==> src/rtl/fp16_mult_pkg.sv <==
`default_nettype none
// ============================================================================
//  Module   : fp16_mult_pkg
//  Purpose  : Shared widths and the response-FIFO entry type for the FP16
//             multiplier scheduler.
//  Contents : FP16_W   - FP16 operand/result width
//             FLAG_W   - multiplier exception flag width
//             ID_MAX_W - id field width, enough for up to 8 requesters
//             rsp_entry_t {id, result, flags}
//  Revision : 1.0 - initial release
// ============================================================================
package fp16_mult_pkg;

    localparam int FP16_W   = 16;
    localparam int FLAG_W   = 5;
    localparam int ID_MAX_W = 3;

    typedef struct packed {
        logic [ID_MAX_W-1:0] id;
        logic [FP16_W-1:0]   result;
        logic [FLAG_W-1:0]   flags;
    } rsp_entry_t;

endpackage
`default_nettype wire

==> src/rtl/fp16_mult_scheduler_rr_arbiter.sv <==
`default_nettype none
// ============================================================================
//  Module   : rr_arbiter
//  Purpose  : Combinational round-robin grant. The grant goes to the first
//             asserted request at or after ptr, wrapping around.
//  Ports    : req [N-1:0]          - request vector
//             ptr [clog2(N)-1:0]   - highest-priority index (must be < N)
//             gnt [N-1:0]          - one-hot grant, zero when no request
//  Revision : 1.0 - initial release
// ============================================================================
module rr_arbiter #(
    parameter int N = 4
) (
    input  logic [N-1:0]         req,
    input  logic [$clog2(N)-1:0] ptr,
    output logic [N-1:0]         gnt
);

    logic [N-1:0]   w_rot;
    logic [N-1:0]   w_rotGnt;
    logic [2*N-1:0] w_gntDbl;

    // Rotate so that ptr lands on bit 0, isolate the lowest set bit, then
    // rotate back by folding the doubled vector.
    always_comb begin
        w_rot    = N'({req, req} >> ptr);
        w_rotGnt = w_rot & (~w_rot + N'(1));
        w_gntDbl = {{N{1'b0}}, w_rotGnt} << ptr;
        gnt      = w_gntDbl[N-1:0] | w_gntDbl[2*N-1:N];
    end

endmodule
`default_nettype wire

==> src/rtl/fp16_mult_scheduler.sv <==
`default_nettype none
// ============================================================================
//  Module   : fp16_mult_scheduler
//  Purpose  : Shares one pipelined FP16 multiplier among NUM_REQ requesters
//             with round-robin arbitration, an in-flight tag pipeline and a
//             credit-protected response FIFO.
//  Ports    : clk, rst (async, active-high)
//             req_valid/req_ready [NUM_REQ]     - per-requester handshake
//             req_a/req_b [16*NUM_REQ]          - packed operands
//             mul_issue, mul_a, mul_b           - to the multiplier
//             mul_result, mul_flags             - from the multiplier
//             rsp_valid/rsp_ready               - response handshake
//             rsp_id, rsp_result, rsp_flags     - response payload (FIFO head)
//  Revision : 1.0 - initial release
// ============================================================================
module fp16_mult_scheduler
    import fp16_mult_pkg::*;
#(
    parameter int NUM_REQ     = 4,
    parameter int MUL_LATENCY = 3,
    parameter int FIFO_DEPTH  = 8
) (
    input  logic                       clk,
    input  logic                       rst,
    input  logic [NUM_REQ-1:0]         req_valid,
    output logic [NUM_REQ-1:0]         req_ready,
    input  logic [FP16_W*NUM_REQ-1:0]  req_a,
    input  logic [FP16_W*NUM_REQ-1:0]  req_b,
    output logic                       mul_issue,
    output logic [FP16_W-1:0]          mul_a,
    output logic [FP16_W-1:0]          mul_b,
    input  logic [FP16_W-1:0]          mul_result,
    input  logic [FLAG_W-1:0]          mul_flags,
    output logic                       rsp_valid,
    input  logic                       rsp_ready,
    output logic [$clog2(NUM_REQ)-1:0] rsp_id,
    output logic [FP16_W-1:0]          rsp_result,
    output logic [FLAG_W-1:0]          rsp_flags
);

    localparam int c_ID_W  = $clog2(NUM_REQ);
    localparam int c_AW    = (FIFO_DEPTH > 1) ? $clog2(FIFO_DEPTH) : 1;
    localparam int c_CNT_W = $clog2(FIFO_DEPTH + 1);

    logic [c_ID_W-1:0]      r_ptr;
    logic [c_CNT_W-1:0]     r_cnt;
    logic [NUM_REQ-1:0]     w_gnt;
    logic                   w_canIssue;
    logic                   w_accept;
    logic                   w_push;
    logic                   w_pop;
    logic [c_ID_W-1:0]      w_gntIdx;
    logic [FP16_W-1:0]      w_selA;
    logic [FP16_W-1:0]      w_selB;

    logic                   r_mulIssue;
    logic [FP16_W-1:0]      r_mulA;
    logic [FP16_W-1:0]      r_mulB;
    logic [c_ID_W-1:0]      r_issueId;

    logic [MUL_LATENCY-1:0] r_tagValid;
    logic [c_ID_W-1:0]      r_tagId [MUL_LATENCY];

    rsp_entry_t             r_mem [FIFO_DEPTH];
    logic [c_AW-1:0]        r_wrPtr;
    logic [c_AW-1:0]        r_rdPtr;
    logic [c_CNT_W-1:0]     r_fifoCnt;
    rsp_entry_t             w_pushEntry;
    rsp_entry_t             w_head;
    logic                   w_unusedIdBits;

    // ------------------------------------------------------------------
    // Arbitration and credit gating
    // ------------------------------------------------------------------
    rr_arbiter #(
        .N (NUM_REQ)
    ) u_arb (
        .req (req_valid),
        .ptr (r_ptr),
        .gnt (w_gnt)
    );

    // cnt covers everything already accepted but not yet popped, so a
    // credit guarantees a FIFO slot when the product finally arrives.
    assign w_canIssue = (r_cnt < c_CNT_W'(FIFO_DEPTH));
    assign req_ready  = rst ? '0 : (w_gnt & {NUM_REQ{w_canIssue}});
    assign w_accept   = |req_ready;

    always_comb begin
        w_gntIdx = '0;
        w_selA   = '0;
        w_selB   = '0;
        for (int i = 0; i < NUM_REQ; i++) begin
            if (w_gnt[i]) begin
                w_gntIdx = c_ID_W'(i);
                w_selA   = req_a[FP16_W*i +: FP16_W];
                w_selB   = req_b[FP16_W*i +: FP16_W];
            end
        end
    end

    always_ff @(posedge clk or posedge rst) begin
        if (rst) begin
            r_ptr <= '0;
            r_cnt <= '0;
        end else begin
            if (w_accept) begin
                r_ptr <= (w_gntIdx == c_ID_W'(NUM_REQ - 1)) ? '0 : (w_gntIdx + c_ID_W'(1));
            end
            if (w_accept && !w_pop) begin
                r_cnt <= r_cnt + c_CNT_W'(1);
            end else if (!w_accept && w_pop) begin
                r_cnt <= r_cnt - c_CNT_W'(1);
            end
        end
    end

    // ------------------------------------------------------------------
    // Issue register and tag pipeline
    // ------------------------------------------------------------------
    always_ff @(posedge clk or posedge rst) begin
        if (rst) begin
            r_mulIssue <= 1'b0;
            r_mulA     <= '0;
            r_mulB     <= '0;
            r_issueId  <= '0;
        end else begin
            r_mulIssue <= w_accept;
            if (w_accept) begin
                r_mulA    <= w_selA;
                r_mulB    <= w_selB;
                r_issueId <= w_gntIdx;
            end
        end
    end

    assign mul_issue = r_mulIssue;
    assign mul_a     = r_mulA;
    assign mul_b     = r_mulB;

    // The last stage lines up with the cycle in which the multiplier
    // presents the product for the matching issue.
    always_ff @(posedge clk or posedge rst) begin
        if (rst) begin
            r_tagValid <= '0;
            for (int s = 0; s < MUL_LATENCY; s++) begin
                r_tagId[s] <= '0;
            end
        end else begin
            r_tagValid[0] <= r_mulIssue;
            r_tagId[0]    <= r_issueId;
            for (int s = 1; s < MUL_LATENCY; s++) begin
                r_tagValid[s] <= r_tagValid[s-1];
                r_tagId[s]    <= r_tagId[s-1];
            end
        end
    end

    // ------------------------------------------------------------------
    // Response FIFO
    // ------------------------------------------------------------------
    assign w_push = r_tagValid[MUL_LATENCY-1];
    assign w_pop  = rsp_valid && rsp_ready;

    always_comb begin
        w_pushEntry                    = '0;
        w_pushEntry.id[c_ID_W-1:0]     = r_tagId[MUL_LATENCY-1];
        w_pushEntry.result             = mul_result;
        w_pushEntry.flags              = mul_flags;
    end

    always_ff @(posedge clk or posedge rst) begin
        if (rst) begin
            r_wrPtr   <= '0;
            r_rdPtr   <= '0;
            r_fifoCnt <= '0;
            for (int i = 0; i < FIFO_DEPTH; i++) begin
                r_mem[i] <= '0;
            end
        end else begin
            // Credits make a push into a full FIFO impossible unless the
            // head is leaving in the same cycle.
            assert (!(w_push && !w_pop && (r_fifoCnt == c_CNT_W'(FIFO_DEPTH))));
            if (w_push) begin
                r_mem[r_wrPtr] <= w_pushEntry;
                r_wrPtr        <= r_wrPtr + c_AW'(1);
            end
            if (w_pop) begin
                r_rdPtr <= r_rdPtr + c_AW'(1);
            end
            if (w_push && !w_pop) begin
                r_fifoCnt <= r_fifoCnt + c_CNT_W'(1);
            end else if (!w_push && w_pop) begin
                r_fifoCnt <= r_fifoCnt - c_CNT_W'(1);
            end
        end
    end

    assign w_head     = r_mem[r_rdPtr];
    assign rsp_valid  = (r_fifoCnt != '0);
    assign rsp_id     = w_head.id[c_ID_W-1:0];
    assign rsp_result = w_head.result;
    assign rsp_flags  = w_head.flags;

    // Upper id bits are only meaningful for the widest requester count.
    assign w_unusedIdBits = ^w_head.id;

endmodule
`default_nettype wire
==> config.mk <==
export PLATFORM = sky130hd
export DESIGN_NAME = fp16_mult_scheduler
export DESIGN_NICKNAME = d
export VERILOG_FILES = /design/src/rtl/fp16_mult_pkg.sv /design/src/rtl/fp16_mult_scheduler_rr_arbiter.sv /design/src/rtl/fp16_mult_scheduler.sv
export SDC_FILE = /design/constraint.sdc
export NUM_CORES = 1
export LEC_CHECK = 0
export ABC_AREA = 1
export BUFFER_PORTS_ARGS = -buffer_cell sky130_fd_sc_hd__buf_2
export CORE_MARGIN = 3
export CORE_UTILIZATION = 59
export DETAILED_ROUTE_END_ITERATION = 8
export PLACE_DENSITY = 0.84
export SLEW_MARGIN = 10
export SYNTH_ARGS = -nofsm -noshare
export SYNTH_HDL_FRONTEND = slang
export SYNTH_SLANG_ARGS = --single-unit
==> constraint.sdc <==
create_clock -name clk -period 26.1 [get_ports clk]
set_input_delay 6.525 -clock clk [delete_from_list [all_inputs] [get_ports clk]]
set_output_delay 6.525 -clock clk [all_outputs]
set_load 0.02 [all_outputs]
==> results.py <==
metrics = {
    "outcome": {
        "status": "finished, final reports clean",
    },
    "critical_path": {
        "cp_data_arrival_time_ps": 8320,
        "slowest_stage": "nand2_2",
        "crit_fanout": 33,
        "cpMostUsedCell": "nand2_2",
        "critPathCaptureType": "output pin",
        "path_buf_inv": 3,
        "cp_top_family": "simple AND/OR/NAND/NOR gates",
        "start_kind": "input port",
        "critical_path_required_ps": 19580,
        "crit_chain": "buf_2 -> nand2_1 -> nand3_2 -> nand2_4 -> nand2_2 -> nor2_4 -> nand2_2 -> nand2_2 -> nand3_1 -> inv_1 -> buf_2",
        "crit_type": "input port to output pin",
        "r2r_setup_slack_ps": 21900,
        "critPathMaxStageDelay_ps": 510,
    },
    "clock_tree": {
        "cts_root_buffer": "clkbuf_16",
        "insertion_delay_ps": 530,
        "clock-sinks": 244,
        "cts_tree": "done",
        "cts_resized": 0,
        "postCtsSetupBuffers": 0,
        "cts_buffers": 25,
        "clockBufferDepth": 3,
        "hold_buffers": 0,
        "clkSlewWorstSetupHoldPaths_ps": 60,
        "htree_levels": 1,
    },
    "drt": {
        "drtPass1Iterations": 5,
        "via_per_inst": 5.92,
        "drt_wl_total_um": 33800,
        "ant_nets": 0,
        "wire_per_inst_um": 18.0,
        "drc_errors": 0,
        "vias": 11100,
        "drtIter0Drc": 985,
    },
    "power_and_ir_drop": {
        "powerDensity_nw_per_um2": 151,
        "p_sw_frac": 0.461,
        "p_leak_nw": 6.80,
        "irDropWorstVdd_mv": 0.0975,
        "p_int_mw": 1.11,
        "p_seq_frac": 0.343,
        "clockPowerShare": 0.166,
        "p_total_mw": 2.06,
        "combinationalPowerShare": 0.491,
        "switchingPower_uw": 950,
    },
    "logic_synthesis": {
        "synth_cells": 1442,
        "yosysUniqueCellTypes": 32,
        "yosysSeqAreaShare": 0.519,
        "yosysTopAreaCell": "dfrtp_1",
        "netlist_area_um2": 11800,
        "synth_nets": 1608,
        "ys_warn_count": 0,
        "syn_avg_cell_area_um2": 8.15,
        "synth_top_area_share": 0.519,
        "netlist_top_cells_area": "dfrtp_1, nand2_1, o21ai_0",
        "ys_ff_latch": 244,
    },
    "timing": {
        "fin_skew_ps": 22.4,
        "period_needed_ps": 14840,
        "tightest_slew_ps": 1170,
        "fin_crit_sh": 0.569,
        "fmax_mhz": 67.4,
        "rsz0062_at_grt": "false",
        "final_max_slew_viol_count": 0,
        "fin_tns_setup_ps": 0,
        "setup_viol": 0,
        "finalHoldViolations": 0,
        "relSlewSlack": 0.218,
    },
    "floorplan": {
        "fp.dieH_um": 147,
        "die_area_um2": 21700,
        "fp-row-count": 50,
        "initial_core_util": 0.614,
        "ios": 217,
        "die_w_um": 147,
        "core_um2": 19100,
    },
    "cells_and_area": {
        "fin_util": 0.714,
        "drive_above_1_share": 0.189,
        "syn_to_final_growth_pct": 16.3,
        "nNetsFinal": 1767,
    },
    "global_route": {
        "grt-ovfl-total": 0,
        "track_usage": 0.310,
        "antenna_found_initial": 5,
        "grt_pass1_wl_um": 55100,
        "grt_max_degree": 112,
        "grt_pass1_vias": 11200,
    },
    "flow_run": {
        "maxCapViolations": 0,
    },
    "placement": {
        "globalplace.congestion": 0.947,
        "hpwl_um": 21900,
        "port_buffers": 216,
    },
    "hold_path": {
        "hp-class": "flop to flop",
    },
}
-- metrics by stage --
| step | worst slack, ps | cells | hold slack (ps) | cell area, µm² |
|---|---|---|---|---|
| after floorplan | 12150 | 1442 | 331 | 11800 |
| after global placement | 11340 | 1834 | 334 | 12900 |
| after detailed placement | 11300 | 1834 | 336 | 12900 |
| after CTS | 11300 | 1880 | 338 | 13700 |
| after global routing | 11140 | 1881 | 347 | 13700 |
| final | 11260 | 1883 | 347 | 13700 |
-- state kept, by name, summed over array words and instances (netlist names) --
name        count
r_mem         184
mul_a          16
mul_b          16
r_tagId         6
r_cnt           4
r_fifoCnt       4
r_rdPtr         3
r_tagValid      3
r_wrPtr         3
r_issueId       2
r_ptr           2
mul_issue       1
-- cell usage after synthesis --
| cell type | count |
|---|---|
| nand2_1 | 351 |
| dfrtp_1 | 244 |
| o21ai_0 | 234 |
| nor2_1 | 149 |
| nand3_1 | 141 |
| clkbuf_1 | 85 |
| inv_1 | 65 |
| nand4_1 | 34 |
| a31oi_1 | 24 |
| o211ai_1 | 23 |
| o32ai_1 | 23 |
| ha_1 | 8 |
| nand2_2 | 8 |
| buf_1 | 6 |
| nand3_2 | 6 |
| xnor2_1 | 6 |
| buf_4 | 4 |
| buf_6 | 4 |
| inv_2 | 4 |
| xor2_1 | 4 |
| a21o_1 | 2 |
| a21oi_1 | 2 |
| fa_1 | 2 |
| mux2_2 | 2 |
| nand2_4 | 2 |
| nand3b_2 | 2 |
| nor2_4 | 2 |
| and2_1 | 1 |
| clkinv_1 | 1 |
| inv_4 | 1 |
| nor3_1 | 1 |
| or4_1 | 1 |
-- power groups by stage --
stage / Clock [mW] / Combinational (mW) / Sequential, mW
after global placement: 0 / 0.966 / 0.697
after detailed placement: 0 / 1.00 / 0.705
after global routing: 0.362 / 1.14 / 0.731
final: 0.341 / 1.01 / 0.708
after CTS: 0.345 / 1.01 / 0.704
after floorplan: 0 / 0.746 / 0.689
-- path summary, 6_finish.rpt --
check,endpoint,startpoint,depth (start not counted)
max,req_ready[0],req_valid[3],11
min,r_tagId[2],r_tagId[4],0
max reg2reg,r_cnt[3],r_ptr[0],21
min reg2reg,r_tagId[2],r_tagId[4],0
max in group asynchronous,r_mem[30],rst,4
min in group asynchronous,mul_a[11],rst,2
-- area by class of cell --
| type | instances | area [µm²] |
|---|---|---|
| timing repair buffer | 231 | 1190 |
| multi-input combinational | 1028 | 4970 |
| tap | 260 | 325 |
| inverter | 71 | 277 |
| clock buffer | 33 | 686 |
| antenna | 3 | 7.51 |
| fill | 1490 | 5470 |
| clock inverter | 13 | 98.8 |
| sequential | 244 | 6110 |
-- per-layer routing --
layer  wire [µm]  part of all wire  global-route usage
met4        1470             0.044               0.144
met3        2730             0.081              0.0623
met5          44            0.0013                   0
met1       12700              0.37               0.382
met2       16900              0.50               0.529
-- cell families after synthesis --
group,count (synthesis),synth area share
AOI/OAI and AO/OA,308,0.146
xor gates and xnor gates,10,0.00745
adders and majority gates,10,0.0119
buffers and inverters,170,0.0583
DFF,244,0.519
muxes,2,0.00192
and+or+nand+nor,698,0.255
-- cell usage in the layout (no fill, tap or decap), types with 2 or more instances in the layout --
cell type   netlist  routed
nand2_1         351     348
dfrtp_1         244     242
o21ai_0         234     234
buf_2             0     216
nor2_1          149     149
nand3_1         141     141
inv_1            65      64
nand4_1          34      34
clkbuf_16         0      25
a31oi_1          24      24
o211ai_1         23      23
o32ai_1          23      23
buf_4             4      15
nand2_2           8      11
clkinv_2          0       9
ha_1              8       8
xnor2_1           6       6
nand3_2           6       6
clkbuf_1         85       5
xor2_1            4       4
inv_2             4       4
diode_2           0       3
clkbuf_8          0       3
mux2_2            2       2
nand2_4           2       2
nor2_4            2       2
nand3b_2          2       2
a21o_1            2       2
a21oi_1           2       2
fa_1              2       2
clkinvlp_4        0       2
No activity file was read; power rests on OpenSTA's default activity.
